<file path="config.mk">
export PLATFORM = sky130hd
export DESIGN_NAME = ro_fault_ctrl
export DESIGN_NICKNAME = d
export VERILOG_FILES = /design/src/rtl/ro_fault_ctrl.sv
export SDC_FILE = /design/constraint.sdc
export NUM_CORES = 1
export LEC_CHECK = 0
export BUFFER_PORTS_ARGS = -buffer_cell sky130_fd_sc_hd__buf_4
export CAP_MARGIN = 20
export CORE_ASPECT_RATIO = 0.9
export CORE_MARGIN = 1
export CORE_UTILIZATION = 55
export CTS_BUF_LIST = sky130_fd_sc_hd__clkbuf_16
export DETAILED_ROUTE_END_ITERATION = 16
export GPL_TIMING_DRIVEN = 0
export HOLD_SLACK_MARGIN = 0.03
export PLACE_DENSITY = 0.88
export SETUP_SLACK_MARGIN = 0.02
export SYNTH_ARGS = -nofsm -noshare
export SYNTH_HDL_FRONTEND = slang
export SYNTH_SLANG_ARGS = --single-unit
</file>
<file path="constraint.sdc">
create_clock -name clk -period 5.7 [get_ports clk]
set_input_delay 0.57 -clock clk [delete_from_list [all_inputs] [get_ports clk]]
set_output_delay 0.57 -clock clk [all_outputs]
set_load 0.05 [all_outputs]
</file>
<file path="src/rtl/ro_fault_ctrl.sv">
// ro_fault_ctrl: arms on request and fires a masked set of ring-oscillator enables
// for a configured width, a configured delay after a trigger rising edge.
module ro_fault_ctrl #(
    parameter int NUM_RO = 8,
    parameter int CNT_W  = 16
) (
    input  logic              clk,
    input  logic              rst,
    input  logic              cfg_we,
    input  logic [CNT_W-1:0]  cfg_delay,
    input  logic [CNT_W-1:0]  cfg_width,
    input  logic [NUM_RO-1:0] cfg_mask,
    input  logic              arm,
    input  logic              abort,
    input  logic              trigger,
    output logic [NUM_RO-1:0] ro_enable,
    output logic              busy,
    output logic              done,
    output logic [7:0]        shot_count
);
    localparam logic [2:0] IDLE  = 3'd0;
    localparam logic [2:0] ARMED = 3'd1;
    localparam logic [2:0] DELAY = 3'd2;
    localparam logic [2:0] FIRE  = 3'd3;
    localparam logic [2:0] DONE  = 3'd4;

    logic [2:0]        state, state_n;
    logic [CNT_W-1:0]  cnt, cnt_n, delay_r, width_r, width_eff;
    logic [NUM_RO-1:0] mask_r;
    logic              trig_q, trig_edge;

    assign trig_edge = trigger & ~trig_q;
    assign width_eff = (width_r == '0) ? CNT_W'(1) : width_r;
    assign busy      = state != IDLE;

    // outputs lag the state by one edge, so a zero delay still fires one edge after the trigger
    always_comb begin
        state_n = state;
        cnt_n   = cnt;
        if (abort) begin
            state_n = IDLE;
        end else begin
            case (state)
                IDLE:  state_n = arm ? ARMED : IDLE;
                ARMED: if (trig_edge) begin
                    state_n = (delay_r == '0) ? FIRE : DELAY;
                    cnt_n   = (delay_r == '0) ? width_eff : delay_r;
                end
                DELAY: begin
                    state_n = (cnt == CNT_W'(1)) ? FIRE : DELAY;
                    cnt_n   = (cnt == CNT_W'(1)) ? width_eff : cnt - CNT_W'(1);
                end
                FIRE: begin
                    state_n = (cnt == CNT_W'(1)) ? DONE : FIRE;
                    cnt_n   = cnt - CNT_W'(1);
                end
                default: state_n = IDLE;
            endcase
        end
    end

    always_ff @(posedge clk or posedge rst) begin
        if (rst) begin
            state      <= IDLE;
            cnt        <= '0;
            delay_r    <= '0;
            width_r    <= '0;
            mask_r     <= '0;
            trig_q     <= 1'b0;
            ro_enable  <= '0;
            done       <= 1'b0;
            shot_count <= '0;
        end else begin
            state     <= state_n;
            cnt       <= cnt_n;
            trig_q    <= trigger;
            ro_enable <= (state == FIRE && !abort) ? mask_r : '0;
            done      <= (state == DONE) && !abort;
            if (state == IDLE && cfg_we) begin
                delay_r <= cfg_delay;
                width_r <= cfg_width;
                mask_r  <= cfg_mask;
            end
            if (state == FIRE && state_n == DONE && shot_count != 8'd255)
                shot_count <= shot_count + 8'd1;
        end
    end
endmodule

</file>
-- Word level (Yosys, flattened, before mapping)
Cells that the tools add are included.
- $add $sub $neg: 2
- equality and inequality tests: 8
- muxes and demuxes: 13
- bitwise operators: 3
- reduce and logical (&&, ||, !) cells: 12
- operators by type and width (operator ; count):
    $mux 16 ; 4
    $pmux 16 s3 ; 1
    $logic_not 16->1 ; 2
    $eq 16x1->1 const B ; 1
    $sub 16x1->16 const B ; 1
    $pmux 3 s4 ; 1
    $mux 3 ; 3
    $add 8x1->8 const B ; 1
    $mux 8 ; 1
    $ne 8x8->1 const B ; 1
    $eq 3x2->1 const B ; 2
    $eq 3x3->1 const B ; 2
    $reduce_bool 3->1 ; 2
    $logic_and 1x1->1 ; 5
    $eq 3x1->1 const B ; 1
    $logic_not 3->1 ; 1
    $mux 1 ; 3
    $reduce_and 3->1 ; 1
    $ne 2x2->1 const B ; 1
    $not 1->1 ; 2
    $and 1x1->1 ; 1
    $logic_not 1->1 ; 1
- flip-flop bits (word level): 77
- input port bits: 46
- output and inout bits: 18
- word-level logic and storage cells: 47

-- Logic depth before layout (Yosys ltp)
- word-level depth: 8
- mapped depth: 8
- mapped depth without buffers: 7

-- Least setup slack after synthesis
No wires, ideal clock.
- path type: flip-flop to flip-flop
- start: register state[2]
- end: register delay_r[0]
- setup time: 125 ps
- arrival: 1898 ps
- required time: 5575 ps
- slack: 3677 ps
- stages on the path, launching flop included: 5
- buffers on the path: 1
- clock period less this slack: 2023 ps
- cells stage by stage: dfrtp_1 > or3_1 > nor2_1 > buf_2 > mux2_2
- cells in the longest elaborated chain, start to end: 2
- RTL lines (what ; line ; source):
    from (decl) ; 27 ; logic [2:0] state, state_n;
    from (signal assigned) ; 74 ; state <= state_n;
    $logic_not 3->1 ; 79 ; if (state == IDLE && cfg_we) begin
    $logic_and 1x1->1 ; 79 ;
    to (signal assigned) ; 80 ; delay_r <= cfg_delay;
    to (decl) ; 28 ; logic [CNT_W-1:0] cnt, cnt_n, delay_r, width_r, width_eff;
No other way between the ends.
A chain may end at the register's enable or synchronous reset.

-- Final worst setup path
- start: register state[0]
- end: register cnt[13]
- cells in the longest elaborated chain, start to end: 3
- elaborated cells on any way between the ends: 7
- classes of those cells: eq/ne (4); mux (1); reduce/logical (2)
- RTL lines (what ; line ; source):
    $eq 3x1->1 / $eq 3x2->1 (equally long branches) ; 43 ; case (state)
    $ne 2x2->1 (no source line) / $reduce_bool 3->1 (equally long branches) ; - ;
    $reduce_and 3->1 (no source line) ; - ;
    to (signal assigned) ; 75 ; cnt <= cnt_n;
    to (decl) ; 28 ;
Parallel ways exist; a longest one is shown, timed or not.

==> parameters.txt <==
Parameter                              Value

Setup path
  Startpoint class of the critical path ... register
  Reg2reg setup slack ... 3.39 ns
  Origin of the critical flop-to-flop path ... state[0]
  Worst path bufs/invs ... 2
  Terminus of the critical flop-to-flop path ... cnt[13]
  Slowest Stage Delay on Critical Path ... 0.80 ns
  Cell Chain, Critical Path ... buf_4 > nand3b_1 > a211oi_1 > clkbuf_1 > o21ai_0 > o2bb2ai_1
  Critical path class ... register to register
  Crit-path max FO ... 10
  Slowest stage cell, crit path ... sky130_fd_sc_hd__a211oi_1
  Crit path required time ... a little under 6 ns
  Data arrival at the endpoint of the critical path ... between 2 and 3 ns
  Endpoint class of the critical path ... register
  Kind of cell adding the most delay to the critical path ... compound AO/OA/AOI/OAI gates
  Worst reg2reg path depth ... 6

Synthesis
  Synth Warn # ... 0
  Cell type with the largest total area after synthesis ... sky130_fd_sc_hd__dfrtp_1
  Area contributors post-synth ... sky130_fd_sc_hd__dfrtp_1 (52%), sky130_fd_sc_hd__mux2_2 (11%), sky130_fd_sc_hd__and2_1 (2.2%)
  Syn_area_per_cell ... roughly 12 um^2
  Net count after synthesis ... ~370
  Register area share after synthesis ... between 50 and 60%
  Synth async-reset ratio ... 100%
  Area of the mapped netlist ... approximately 0.0037 mm^2
  Count of flip-flops with a built-in enable after synthesis ... 0
  Number of storage elements in the synthesis netlist ... 77
  Gate count after technology mapping ... around 320
  Synth Flop Type ... sky130_fd_sc_hd__dfrtp_1
  Unique masters post-synth ... 59
  Fraction of synthesized cell area taken by the top area cell type ... 52.0%

Power and ir drop
  Leakage power ... 2.02 nW
  Total power density per cell area ... around 360 mW/mm^2
  Peak supply drop ... around 220 uV
  Total power ... about 1.7 mW

Placement
  Port Buf Inserts ... 63
  Weighted congestion at the end of routability-driven global placement ... 0.927
  Detailed placement HPWL ... ~6500 um
  Placed standard-cell area ... between 0.004 and 0.005 mm^2
  Placement-stage worst setup slack ... around 3.3 ns

STA
  Smallest setup slack after layout ... between 3 and 4 ns
  Number of endpoints failing setup at the final stage ... 0
  F_max ... roughly 430 MHz
  Final Max Tran Viols ... 0
  Setup clock skew after layout ... approximately 0.0083 ns
  Post-Route Setup TNS ... 0 ns
  Share of the clock period used by the worst path after layout ... around two fifths
  Number of hold violations in the final report ... 0
  Setup repair after global routing missed its margin ... false
  Pin slew with the least headroom to its limit ... around 0.92 ns
  Relative slew margins ... 38.5%
  Min cycle time layout ... approximately 2.3 ns

Routing
  Routed vias/inst ... about 6.1
  First-pass iteration count of the detailed router ... 5
  Starting DRC count in detailed routing ... roughly 270
  DR vias ... between 2000 and 3000
  Final antenna-violating net count ... 0
  Post-DR wirelength/cell ... around 19 um
  Overall routed net length ... around 9100 um
  Remaining DRCs ... 0

Finish
  Share of post-route cells with drive strength above 1 ... a little over a third
  Post-route standard cell area excluding fillers ... approximately 0.0046 mm^2
  Diode count ... 0
  Net count reported at finish ... between 400 and 500
  Final core utilization ... around three quarters
  Relative area change from synthesis to final layout ... 25.2%
  Number of fill cells in the layout ... 427

Clocking
  Clock tree buffer depth ... 2
  Number of hold-repair buffers added at the cts stage ... 0
  Setup repair bufs after CTS ... 0
  Cell chosen for the clock root ... sky130_fd_sc_hd__clkbuf_16
  Clk pin slew, worst setup/hold paths ... 0.06 ns
  H-tree Lvls ... 3
  TritonCTS clock tree ... yes
  Cts bufs inserted ... 9
  Number of gates given a new drive strength after cts ... 0
  CTS Sinks ... 77
  Clock latency at the later pin of the worst-skew pair ... 0.34 ns

Hold path
  Path category of the worst min-delay check ... input pin to asynchronous set/reset pin

Global route
  Met1 Usage GRT ... a little over a third
  Global Route met3 Usage ... about 6.8%
  Number of antenna violations at the first check in global routing ... 0
  First-pass GRT wire length ... roughly 15000 um
  Vias in the first global route ... between 2000 and 3000
  Maximum number of pins on one net before global-route repair ... 52
  Most congested layer reported by global routing ... met2
  Fraction of met2 tracks used by global routing ... between 40% and 50%
  GRT Total Usage ... between 20% and 30%
  Global route overflow ... 0

Floorplanning
  Die Area ... 0.00707 mm^2
  Die span in x ... slightly below 90 um
  Initial Util ... between 50% and 60%
  Die extent in y ... 79.9 um
  Row count ... 27
  Placeable core region ... between 0.006 and 0.007 mm^2
  I/O pins ... 64

Job
  Max Cap Violations ... 0

Run status
  Run status ... finished, final reports clean
power by group:
part	internal [mW]	switching (mW)	total, mW
Clock	0.385	0.227	0.611
Combinational	0.165	0.153	0.318
Sequential	0.646	0.115	0.761
Total	1.20	0.494	1.69
Yosys cell counts (4+ instances only):
| cell type | number |
|---|---|
| sky130_fd_sc_hd__xnor2_1 | 4 |
| sky130_fd_sc_hd__nand2_1 | 15 |
| sky130_fd_sc_hd__nor2_1 | 18 |
| sky130_fd_sc_hd__a221oi_1 | 6 |
| sky130_fd_sc_hd__nor4_1 | 12 |
| sky130_fd_sc_hd__o2bb2ai_1 | 7 |
| sky130_fd_sc_hd__nand2b_1 | 4 |
| sky130_fd_sc_hd__nor3_1 | 11 |
| sky130_fd_sc_hd__nand3_1 | 6 |
| sky130_fd_sc_hd__inv_1 | 11 |
| sky130_fd_sc_hd__buf_2 | 4 |
| sky130_fd_sc_hd__xor2_1 | 6 |
| sky130_fd_sc_hd__mux2_2 | 36 |
| sky130_fd_sc_hd__a21oi_1 | 5 |
| sky130_fd_sc_hd__dfrtp_1 | 77 |
| sky130_fd_sc_hd__clkbuf_1 | 4 |
| sky130_fd_sc_hd__o21ai_0 | 9 |
| sky130_fd_sc_hd__and2_1 | 13 |
| sky130_fd_sc_hd__mux2_1 | 4 |
routing by layer:
metal,wire length [um],vias to the layer above
li1,-,1341
met1,3730,1422
met2,4360,161
met3,751,22
met4,222,0
met5,0,-
how the worst max path moves through the flow:
| stage | cells after the start | startpoint | to | slack (ns) |
|---|---|---|---|---|
| after global routing | 8 | cnt[1] | cnt[14] | 3.21 |
| after global placement | 2 | rst | delay_r[13] | 2.33 |
| after CTS | 6 | state[0] | cnt[13] | 3.43 |
| final | 6 | state[0] | cnt[13] | 3.39 |
| after detailed placement | 6 | trigger | cnt[10] | 3.26 |
| after floorplan | 1 | rst | cnt[0] | 3.16 |
cell families after synthesis:
family          Yosys count  synth area share (%)
mux                      40                  12.2
simple gates            104                  17.0
flops                    77                  52.0
compound gates           58                  12.2
xor+xnor                 10                  2.36
fa+ha+maj                 3                  1.01
buf+inv                  24                  3.27
per-stage QoR:
step,std cells,hold slack [ns]
5_1_grt,483,0.247
6_report,483,0.208
4_1_cts,483,0.222
2_1_floorplan,316,0.446
3_5_place_dp,467,0.461
3_3_place_gp,466,0.451
cells in the final DEF (no fill, tap or decap), types with 5 or more instances in the layout:
master,instances
sky130_fd_sc_hd__nor3_1,11
sky130_fd_sc_hd__dfrtp_1,77
sky130_fd_sc_hd__and2_1,13
sky130_fd_sc_hd__buf_4,66
sky130_fd_sc_hd__clkbuf_16,9
sky130_fd_sc_hd__inv_1,10
sky130_fd_sc_hd__mux2_2,36
sky130_fd_sc_hd__a221oi_1,6
sky130_fd_sc_hd__o2bb2ai_1,7
sky130_fd_sc_hd__nor4_1,12
sky130_fd_sc_hd__xor2_1,6
sky130_fd_sc_hd__o21ai_0,9
sky130_fd_sc_hd__nor2_1,18
sky130_fd_sc_hd__nand3_1,6
sky130_fd_sc_hd__nand2_1,15
sky130_fd_sc_hd__a21oi_1,5
layout make-up:
type,count,area (um^2),share of cell area [%]
sequential,77,1930,41.5
inverter,11,43.8,0.944
clock inverter,7,96.3,2.08
clock buffer,9,225,4.85
tap,87,109,2.35
timing repair buffer,64,500,10.8
multi-input combinational,215,1660,35.7
buffer,13,80.1,1.73
registers in the layout, indices dropped and copies added, names as in the netlist:
name	cells
mask_r	8
done	1
ro_enable	8
shot_count	8
state	3
cnt	16
width_r	16
trig_q	1
delay_r	16
Note: power is estimated with default switching activity, not from simulation.
